$ cat config.mk
export PLATFORM = sky130hd
export DESIGN_NAME = axil_req_master_flat
export DESIGN_NICKNAME = d
export VERILOG_FILES = /design/src/rtl/axil_pkg.sv /design/src/rtl/axil_if.sv /design/src/rtl/axil_timeout_ctr.sv /design/src/rtl/axil_req_master.sv /design/src/flat_wrapper.sv
export SDC_FILE = /design/constraint.sdc
export NUM_CORES = 1
export LEC_CHECK = 0
export CAP_MARGIN = 5
export CORE_MARGIN = 2
export CORE_UTILIZATION = 55
export CTS_CLUSTER_DIAMETER = 60
export DETAILED_ROUTE_END_ITERATION = 10
export DONT_BUFFER_PORTS = 1
export MAX_ROUTING_LAYER = met4
export PLACE_DENSITY = 0.71
export RECOVER_POWER = 25
export REMOVE_ABC_BUFFERS = 1
export SLEW_MARGIN = 20
export SYNTH_ARGS = -nofsm -noshare
export SYNTH_HDL_FRONTEND = slang
export SYNTH_SLANG_ARGS = --single-unit
export TNS_END_PERCENT = 100
$ cat constraint.sdc
create_clock -name clk -period 1.95 [get_ports clk]
set_clock_uncertainty 0.1 [all_clocks]
set_input_delay 0.39 -clock clk [delete_from_list [all_inputs] [get_ports clk]]
set_output_delay 0.39 -clock clk [all_outputs]
set_load 0.005 [all_outputs]
$ cat src/rtl/axil_pkg.sv
// axil_pkg: shared FSM states, AXI response codes and error data for the AXI-Lite request master.
package axil_pkg;
    typedef enum logic [2:0] {IDLE, WR, RD, CPL, DRAIN} state_t;
    localparam logic [1:0] RESP_OKAY   = 2'b00;
    localparam logic [1:0] RESP_EXOKAY = 2'b01;
    localparam logic [1:0] RESP_SLVERR = 2'b10;
    localparam logic [1:0] RESP_DECERR = 2'b11;
    localparam logic [31:0] ERR_RDATA  = 32'hFFFF_FFFF;
endpackage

$ cat src/rtl/axil_if.sv
// axil_if: AXI-Lite bus bundle with master and slave views.
interface axil_if;
    logic [31:0] awaddr;
    logic        awvalid;
    logic        awready;
    logic [31:0] wdata;
    logic [3:0]  wstrb;
    logic        wvalid;
    logic        wready;
    logic [1:0]  bresp;
    logic        bvalid;
    logic        bready;
    logic [31:0] araddr;
    logic        arvalid;
    logic        arready;
    logic [31:0] rdata;
    logic [1:0]  rresp;
    logic        rvalid;
    logic        rready;
    modport master (
        output awaddr, awvalid, wdata, wstrb, wvalid, bready, araddr, arvalid, rready,
        input  awready, wready, bresp, bvalid, arready, rdata, rresp, rvalid
    );
    modport slave (
        input  awaddr, awvalid, wdata, wstrb, wvalid, bready, araddr, arvalid, rready,
        output awready, wready, bresp, bvalid, arready, rdata, rresp, rvalid
    );
endinterface

$ cat src/rtl/axil_timeout_ctr.sv
// axil_timeout_ctr: clearable saturating cycle counter; expired marks the TIMEOUT_CYCLES-th enabled cycle.
module axil_timeout_ctr #(
    parameter int TIMEOUT_CYCLES = 1024
) (
    input  logic clk,
    input  logic rst_n,
    input  logic clr,
    input  logic en,
    output logic expired
);
    if (TIMEOUT_CYCLES == 0) begin : g_off
        logic unused;
        assign unused  = ^{clk, rst_n, clr, en};
        assign expired = 1'b0;
    end else begin : g_on
        localparam int W = $clog2(TIMEOUT_CYCLES + 1);
        localparam logic [W-1:0] MAX  = W'(TIMEOUT_CYCLES);
        localparam logic [W-1:0] LAST = W'(TIMEOUT_CYCLES - 1);
        logic [W-1:0] cnt;
        always_ff @(posedge clk or negedge rst_n) begin
            if (!rst_n) cnt <= '0;
            else if (clr) cnt <= '0;
            else if (en && cnt != MAX) cnt <= cnt + 1'b1;
        end
        // cnt holds completed cycles, so cnt == LAST is the final allowed cycle
        assign expired = en && cnt >= LAST;
    end
endmodule

$ cat src/rtl/axil_req_master.sv
// axil_req_master: single-outstanding MMIO request to AXI-Lite master with watchdog-forced error completions.
module axil_req_master
    import axil_pkg::*;
#(
    parameter int TIMEOUT_CYCLES = 1024,
    parameter int TAG_W          = 8
) (
    input  logic             clk,
    input  logic             rst_n,
    input  logic             req_valid,
    output logic             req_ready,
    input  logic             req_we,
    input  logic [31:0]      req_addr,
    input  logic [31:0]      req_wdata,
    input  logic [3:0]       req_wstrb,
    input  logic [TAG_W-1:0] req_tag,
    output logic             cpl_valid,
    input  logic             cpl_ready,
    output logic             cpl_we,
    output logic [31:0]      cpl_rdata,
    output logic             cpl_err,
    output logic [TAG_W-1:0] cpl_tag,
    axil_if.master           m_axi
);
    state_t state, state_nxt;
    logic [31:0] addr_q, wdata_q;
    logic [3:0]  wstrb_q;
    logic aw_pend, w_pend, b_pend, ar_pend, r_pend, orphan, expired;
    logic accept, busy, aw_hs, w_hs, b_hs, ar_hs, r_hs, done, timeout, outstanding;
    logic [1:0] resp;

    assign req_ready   = state == IDLE;
    assign cpl_valid   = state == CPL;
    assign accept      = req_valid && req_ready;
    assign busy        = state == WR || state == RD;
    assign aw_hs       = m_axi.awvalid && m_axi.awready;
    assign w_hs        = m_axi.wvalid && m_axi.wready;
    assign b_hs        = m_axi.bvalid && m_axi.bready;
    assign ar_hs       = m_axi.arvalid && m_axi.arready;
    assign r_hs        = m_axi.rvalid && m_axi.rready;
    assign done        = state == WR ? b_hs : state == RD && r_hs;
    assign timeout     = busy && expired && !done;
    assign resp        = state == WR ? m_axi.bresp : m_axi.rresp;
    assign outstanding = aw_pend || w_pend || b_pend || ar_pend || r_pend;

    assign m_axi.awaddr  = addr_q;
    assign m_axi.araddr  = addr_q;
    assign m_axi.wdata   = wdata_q;
    assign m_axi.wstrb   = wstrb_q;
    assign m_axi.awvalid = aw_pend;
    assign m_axi.wvalid  = w_pend;
    assign m_axi.bready  = b_pend && !aw_pend && !w_pend;
    assign m_axi.arvalid = ar_pend;
    assign m_axi.rready  = r_pend && !ar_pend;

    axil_timeout_ctr #(.TIMEOUT_CYCLES(TIMEOUT_CYCLES)) u_wdog (
        .clk     (clk),
        .rst_n   (rst_n),
        .clr     (accept),
        .en      (busy),
        .expired (expired)
    );

    always_comb begin
        state_nxt = state;
        case (state)
            IDLE:    state_nxt = req_valid ? (req_we ? WR : RD) : IDLE;
            WR, RD:  state_nxt = done || timeout ? CPL : state;
            CPL:     state_nxt = cpl_ready ? (orphan && outstanding ? DRAIN : IDLE) : CPL;
            DRAIN:   state_nxt = outstanding ? DRAIN : IDLE;
            default: state_nxt = IDLE;
        endcase
    end

    always_ff @(posedge clk or negedge rst_n) begin
        if (!rst_n) state <= IDLE;
        else state <= state_nxt;
    end

    // Channel flags keep running in CPL/DRAIN so an abandoned transaction still finishes cleanly
    always_ff @(posedge clk or negedge rst_n) begin
        if (!rst_n) begin
            {aw_pend, w_pend, b_pend, ar_pend, r_pend} <= '0;
        end else if (accept) begin
            {aw_pend, w_pend, b_pend} <= {3{req_we}};
            {ar_pend, r_pend}         <= {2{!req_we}};
        end else begin
            aw_pend <= aw_pend && !aw_hs;
            w_pend  <= w_pend && !w_hs;
            b_pend  <= b_pend && !b_hs;
            ar_pend <= ar_pend && !ar_hs;
            r_pend  <= r_pend && !r_hs;
        end
    end

    always_ff @(posedge clk or negedge rst_n) begin
        if (!rst_n) begin
            addr_q    <= '0;
            wdata_q   <= '0;
            wstrb_q   <= '0;
            cpl_we    <= 1'b0;
            cpl_tag   <= '0;
            cpl_err   <= 1'b0;
            cpl_rdata <= '0;
            orphan    <= 1'b0;
        end else begin
            if (accept) begin
                addr_q  <= req_addr;
                wdata_q <= req_wdata;
                wstrb_q <= req_wstrb;
                cpl_we  <= req_we;
                cpl_tag <= req_tag;
            end
            if (done) begin
                cpl_err   <= resp[1];
                cpl_rdata <= resp[1] ? ERR_RDATA : (state == RD ? m_axi.rdata : '0);
            end else if (timeout) begin
                cpl_err   <= 1'b1;
                cpl_rdata <= ERR_RDATA;
            end
            orphan <= state_nxt == IDLE ? 1'b0 : (timeout || orphan);
        end
    end
endmodule

$ cat src/flat_wrapper.sv
// flat-port wrapper written by rule: the top's interface ports become plain ports
module axil_req_master_flat import axil_pkg::*;
#(
    parameter int TIMEOUT_CYCLES = 1024,
    parameter int TAG_W          = 8
)
  (clk, rst_n, req_valid, req_ready, req_we, req_addr, req_wdata, req_wstrb, req_tag, cpl_valid, cpl_ready, cpl_we, cpl_rdata, cpl_err, cpl_tag, m_axi_awaddr, m_axi_awvalid, m_axi_wdata, m_axi_wstrb, m_axi_wvalid, m_axi_bready, m_axi_araddr, m_axi_arvalid, m_axi_rready, m_axi_awready, m_axi_wready, m_axi_bresp, m_axi_bvalid, m_axi_arready, m_axi_rdata, m_axi_rresp, m_axi_rvalid);
  axil_if m_axi_i ();
  input  logic clk;
  input  logic rst_n;
  input  logic req_valid;
  output logic req_ready;
  input  logic req_we;
  input  logic [31:0] req_addr;
  input  logic [31:0] req_wdata;
  input  logic [3:0] req_wstrb;
  input  logic [TAG_W-1:0] req_tag;
  output logic cpl_valid;
  input  logic cpl_ready;
  output logic cpl_we;
  output logic [31:0] cpl_rdata;
  output logic cpl_err;
  output logic [TAG_W-1:0] cpl_tag;
  output wire logic [$bits(m_axi_i.awaddr)-1:0] m_axi_awaddr;
  output wire logic [$bits(m_axi_i.awvalid)-1:0] m_axi_awvalid;
  output wire logic [$bits(m_axi_i.wdata)-1:0] m_axi_wdata;
  output wire logic [$bits(m_axi_i.wstrb)-1:0] m_axi_wstrb;
  output wire logic [$bits(m_axi_i.wvalid)-1:0] m_axi_wvalid;
  output wire logic [$bits(m_axi_i.bready)-1:0] m_axi_bready;
  output wire logic [$bits(m_axi_i.araddr)-1:0] m_axi_araddr;
  output wire logic [$bits(m_axi_i.arvalid)-1:0] m_axi_arvalid;
  output wire logic [$bits(m_axi_i.rready)-1:0] m_axi_rready;
  input wire logic [$bits(m_axi_i.awready)-1:0] m_axi_awready;
  input wire logic [$bits(m_axi_i.wready)-1:0] m_axi_wready;
  input wire logic [$bits(m_axi_i.bresp)-1:0] m_axi_bresp;
  input wire logic [$bits(m_axi_i.bvalid)-1:0] m_axi_bvalid;
  input wire logic [$bits(m_axi_i.arready)-1:0] m_axi_arready;
  input wire logic [$bits(m_axi_i.rdata)-1:0] m_axi_rdata;
  input wire logic [$bits(m_axi_i.rresp)-1:0] m_axi_rresp;
  input wire logic [$bits(m_axi_i.rvalid)-1:0] m_axi_rvalid;
  assign m_axi_awaddr = m_axi_i.awaddr;
  assign m_axi_awvalid = m_axi_i.awvalid;
  assign m_axi_wdata = m_axi_i.wdata;
  assign m_axi_wstrb = m_axi_i.wstrb;
  assign m_axi_wvalid = m_axi_i.wvalid;
  assign m_axi_bready = m_axi_i.bready;
  assign m_axi_araddr = m_axi_i.araddr;
  assign m_axi_arvalid = m_axi_i.arvalid;
  assign m_axi_rready = m_axi_i.rready;
  assign m_axi_i.awready = m_axi_awready;
  assign m_axi_i.wready = m_axi_wready;
  assign m_axi_i.bresp = m_axi_bresp;
  assign m_axi_i.bvalid = m_axi_bvalid;
  assign m_axi_i.arready = m_axi_arready;
  assign m_axi_i.rdata = m_axi_rdata;
  assign m_axi_i.rresp = m_axi_rresp;
  assign m_axi_i.rvalid = m_axi_rvalid;
  axil_req_master #(.TIMEOUT_CYCLES(TIMEOUT_CYCLES), .TAG_W(TAG_W)) u_core (.clk(clk), .rst_n(rst_n), .req_valid(req_valid), .req_ready(req_ready), .req_we(req_we), .req_addr(req_addr), .req_wdata(req_wdata), .req_wstrb(req_wstrb), .req_tag(req_tag), .cpl_valid(cpl_valid), .cpl_ready(cpl_ready), .cpl_we(cpl_we), .cpl_rdata(cpl_rdata), .cpl_err(cpl_err), .cpl_tag(cpl_tag), .m_axi(m_axi_i));
endmodule
; ---- Yosys cells after proc, flatten, opt, wreduce, memory -nomap -nowiden
; Cells that the tools add are included.
[word_totals]
register_bits = 130
inputBits = 122
out_inout_bits = 149
elab_cells = 87
[op_classes]
n_addsub = 1
order_cmp = 1
eq_ne = 5
n_mux = 23
reduce_logical = 42
[ops]
columns = operator, n
row1 = two-way mux 32 bit, 4
row2 = two-way mux 11 bit, 2
row3 = logical AND 1 bit, 20
row4 = two-way mux 3 bit, 5
row5 = one-hot mux 3 bit (4 select lines), 1
row6 = adder 11 x 1 -> 11 bit (second input constant), 1
row7 = >= comparator 11 x 10 -> 1 bit (second input constant), 1
row8 = != test 11 bit (second input constant), 1
row9 = zero test 1 bit, 10
row10 = two-way mux 1 bit, 9
row11 = logical OR 1 bit, 7
row12 = equality test 3 x 2 -> 1 bit (second input constant), 2
row13 = zero test 3 bit, 2
row14 = two-way mux 2 bit, 2
row15 = nonzero test 2 bit, 2
row16 = equality test 3 x 1 -> 1 bit (second input constant), 1
row17 = equality test 3 bit (second input constant), 1
row18 = OR reduction 2 bit, 1

; ---- Longest topological paths before layout
[depth]
depth_word = 12
depth_mapped = 7
depth_no_buf = 5

; ---- By module
; Synthesis repeated with hierarchy kept, for this count alone.
[unflattened]
hier_cells = 588
hier_area_um2 = 5634.2
[by_module_without_submodules]
columns = module, n_inst, cells_per_inst, area_each_um2
row1 = axil_req_master, 1, 520, 4987.3
row2 = axil_timeout_ctr, 1, 68, 646.9

; ---- Worst setup path before layout
; OpenSTA, ideal clock, no wires.
[synth_path]
path_kind = reg2reg
startpoint = register u_core.u_wdog.g_on.cnt[0]
endpoint = register u_core.state[0]
setup_time_ns = 0.121
arrival_time_ns = 1.611
path_slack_ns = 0.118
path_stages_with_launch = 6
cell_sequence = dfrtp_1 > ha_1 > nand2_1 > a211oi_1 > or4b_2 > a22o_1
[synth_between]
elab_chain_cells = 7
[synth_lines]
columns = element, line
row1 = start: declaration, axil_timeout_ctr.sv:19  ; logic [W-1:0] cnt;
row2 = start signal: assignment, axil_timeout_ctr.sv:23  ; else if (en && cnt != MAX) cnt <= cnt + 1'b1;
row3 = >= comparator 11 x 10 -> 1 bit, axil_timeout_ctr.sv:26  ; assign expired = en && cnt >= LAST;
row4 = logical AND 1 bit, axil_timeout_ctr.sv:26
row5 = logical AND 1 bit (2 in a row), axil_req_master.sv:42  ; assign timeout = busy && expired && !done;
row6 = logical OR 1 bit, axil_req_master.sv:68  ; WR, RD: state_nxt = done || timeout ? CPL : state;
row7 = two-way mux 3 bit, axil_req_master.sv:68
row8 = one-hot mux 3 bit (4 select lines), axil_req_master.sv:66  ; case (state)
row9 = via u_core.state_nxt[0], axil_req_master.sv:25  ; state_t state, state_nxt;
row10 = end signal: assignment, axil_req_master.sv:77  ; else state <= state_nxt;
row11 = end: declaration, axil_req_master.sv:25
; The timed path passes the listed nets, and every way through them passes these cells.
; A chain may end at the register's enable or synchronous reset.

; ---- Worst setup path in the final report
[layout_path]
startpoint = register u_core.state[1]
endpoint = register u_core.u_wdog.g_on.cnt[10]
[layout_between]
elab_chain_cells = 4
[layout_lines]
columns = element, line
row1 = equality test 3 x 1 -> 1 bit or equality test 3 x 2 -> 1 bit (tied branches), axil_req_master.sv:35  ; assign busy = state == WR || state == RD;
row2 = logical OR 1 bit, axil_req_master.sv:35
row3 = logical AND 1 bit, axil_timeout_ctr.sv:23
row4 = nonzero test 2 bit (no source line), n/a
; Several ways; a longest one is shown, not always the timed one.

==> results.yml <==
sta:
  post-route-min-period_ps: 1910
  worst_slew_pin_slew_ps: 498
  setup_viol: 0
  timing.slew.headroom_pct: 66.8
  hold-worst-slack_ps: -526
  fin_tns_setup_ps: 0
  report.final.slew_viol_count: 0
  fmax_mhz: 522
  unrepaired_setup_endpoints_after_global_routing: "yes"
  finalHoldViolCount: 130
  final_min_period_over_clock_period_pct: 98.2
status:
  status: "finished with violations"
  failed_checks: "hold timing"
drt:
  wire_length_reported_by_the_detailed_router_mm: 15.2
  postRouteAntennaNets: 0
  drt-vias-per-instance: 5.53
  detailroute.wirelength.met3_mm: 1.30
  met1Wirelength_mm: 5.57
  dr.pass1.iters: 5
  met2WireLength_mm: 7.93
  route.vias.total: 4550
  route.detailed.wl_per_inst_um: 18.5
  drc_errors: 0
  detail_route.iter0.violations: 363
  dr.max_layer_used: "met4"
cts:
  h_tree_levels: 4
  cts_buffers: 17
  insertion_delay_ps: 510
  cts_root_buffer: "sky130_fd_sc_hd__clkbuf_8"
  clock_tree_from_tritoncts: "built"
  cts.clk_slew.worst_paths_ps: 60
  tritoncts_sinks: 130
  ctsHoldBuffers: 111
  cts-root-to-sink-buffers: 2
pwr:
  power_density_mw_per_mm2: 1580
  power.leakage_nw: 3.56
  max-vdd-ir-drop_mv: 0.779
place:
  final_weighted_congestion_in_routability_driven_placement: 0.846
  dpl.hpwl_mm: 9.13
  place_area_mm2: 0.00564
  dp_cells: 676
  buffer_ports.inserted: 0
yosys:
  post-synth-top-area-fraction_pct: 57.8
  synth-async-reset-ratio_pct: 100
  netlist.top_cell.by_area: "sky130_fd_sc_hd__dfrtp_1"
  yosys_most_used_dff: "sky130_fd_sc_hd__dfrtp_1"
  postSynthRegisterBits: 130
  synth.avg_cell_area_um2: 9.67
  yosys_warnings: 0
  synth-edff-count: 0
  synth_cell_types: 47
  yosysSeqAreaShare_pct: 57.8
  netlist_top_cells_area: "sky130_fd_sc_hd__dfrtp_1 58%, sky130_fd_sc_hd__nand2_1 18%, sky130_fd_sc_hd__buf_4 4.4%, sky130_fd_sc_hd__a2bb2oi_1 3.3%, sky130_fd_sc_hd__a2bb2oi_2 2.7%"
  syn_inst: 582
  syn_area_mm2: 0.00563
job:
  max_cap_violations: 0
worst_setup_path:
  worstSetupStartpoint: "u_core.state[1]$_DFF_PN0_"
  worst_path_max_fanout: 6
  arrival_time_worst_endpoint_ps: 2250
  endpoint_kind: "flip-flop"
  rr_worst_depth: 5
  critical_path.reg2reg.endpoint: "u_core.u_wdog.g_on.cnt[10]$_DFFE_PN0P_"
  reg2reg_from: "u_core.state[1]$_DFF_PN0_"
  timing.critical_path.from_type: "flip-flop"
  r2r_slack_ps: 40
  cp.required_ps: 2290
  critPathKind: "flip-flop to flip-flop"
grt:
  first_global_vias: 4589
  pin_count_of_the_biggest_net_entering_global_routing: 131
  antenna_found_initial: 0
  globalRoute.totalOverflow: 0
  grt_pass1_wl_mm: 23.5
  track_usage_pct: 28.1
floorplanning:
  coreArea_mm2: 0.00986
  die_height_um: 105
  design.portCount: 271
  design.die.area_mm2: 0.0111
  die-width_um: 105
  number_of_standard_cell_rows_in_the_floorplan: 36
  start_util_pct: 57.0
finish:
  drive_gt1_share_pct: 12.3
  area.growth.synth_to_final_pct: 32.3
  antenna_cells_inserted: 0
  mostFrequentLayoutCell: "sky130_fd_sc_hd__nand2_1"
  layout.cell_area.non_filler_mm2: 0.00744
  layout_net_count: 802
  mostFrequentLayoutCells: "274 x sky130_fd_sc_hd__nand2_1, 129 x sky130_fd_sc_hd__dfrtp_1, 111 x sky130_fd_sc_hd__dlygate4sd3_1"
  final-instance-count-excl-fill: 823
worst_hold_path:
  timing.hold.worst.class: "input port to asynchronous set/reset pin"
worst max path at each step:
stage	depth (start not counted)	endpoint	slack, ps
6_report	5	u_core.u_wdog.g_on.cnt[10]$_DFFE_PN0P_	40
5_1_grt	3	req_ready	-4
4_1_cts	3	req_ready	6
3_5_place_dp	6	u_core.cpl_rdata[2]$_DFFE_PN0P_	60
2_1_floorplan	3	u_core.b_pend$_DFF_PN0_	-2830
3_3_place_gp	6	u_core.cpl_rdata[21]$_DFFE_PN0P_	120
synthesized netlist by cell type (all sizes together) (2+ instances only):
| master | number |
|---|---|
| ha | 2 |
| a2bb2oi | 31 |
| nand3 | 7 |
| a21oi | 4 |
| dfrtp | 130 |
| o211ai | 2 |
| nand2 | 276 |
| and3b | 2 |
| o2bb2ai | 3 |
| mux2i | 2 |
| clkbuf | 14 |
| nand4 | 3 |
| buf | 48 |
| nor2 | 10 |
| or3 | 2 |
| nand3b | 3 |
| xnor2 | 4 |
| nor3b | 2 |
| o31ai | 5 |
| inv | 4 |
| or4 | 5 |
| o21ai | 2 |
| nor4 | 4 |
critical path, stage by stage (launching register included):
cell and delay (ps):
sky130_fd_sc_hd__dfrtp_2 440, sky130_fd_sc_hd__buf_6 140, sky130_fd_sc_hd__xnor2_4 150, sky130_fd_sc_hd__or4_4 560
sky130_fd_sc_hd__or3_4 340, sky130_fd_sc_hd__a21oi_2 110
power by group:
part / total (W) / switching (W) / internal [W] / leakage (nW)
registers: 0.00531 / 0.00133 / 0.00398 / 1.60
clock network: 0.00312 / 0.00115 / 0.00198 / 0.276
logic: 0.00331 / 0.00177 / 0.00154 / 1.68
total: 0.0117 / 0.00425 / 0.00749 / 3.56
cell type report:
class	instances	area (µm²)
well taps	133	166
fillers	589	2420
clock inverters	12	160
inverters	4	15.0
flip-flops and latches	130	3250
clock buffers	19	432
multi-input cells	386	2020
repair buffers	139	1390
state kept, by name, indices dropped and copies added (netlist names), 3 cells and up:
register and cells:
u_core.m_axi.wdata 32, u_core.state 3, u_core.m_axi.wstrb 4, u_core.m_axi.araddr 32, u_core.cpl_tag 8, u_core.cpl_rdata 32, u_core.u_wdog.g_on.cnt 11
cells by family after synthesis:
group	after synthesis	share of synthesized area, %
AND/OR/NAND/NOR	322	23.7
flip-flops	130	57.8
buffers and inverters	66	7.47
AO/OA/AOI/OAI	55	9.21
XOR/XNOR	4	0.756
multiplexers	3	0.556
adder cells (fa/ha/maj)	2	0.445
through the flow:
stage	total power, W	setup WS (ps)	hold WS [ps]	util [%]
2_1_floorplan	0.00705	-2830	-5.59	-
3_3_place_gp	0.00801	117	-3.16	57.2
3_5_place_dp	0.00819	64.9	-2.93	57.2
4_1_cts	0.0116	5.77	-549	74.7
5_1_grt	0.0124	-3.72	-554	75.4
6_report	0.0117	35.8	-526	75.4
routing by layer:
metal,up-vias,track usage (%)
met4,0,12.4
met5,-,-
met1,2213,30.4
li1,2058,-
met3,42,9.05
met2,237,47.4
what timing repair did:
action	CTS	global route
hold endpoints to repair	243	130
endpoints found under the setup margin	1	36
buffers inserted	2	3
gates resized for setup	3	11
gates cloned	0	0
pin swaps	1	4
(Power assumes the default switching activity.)
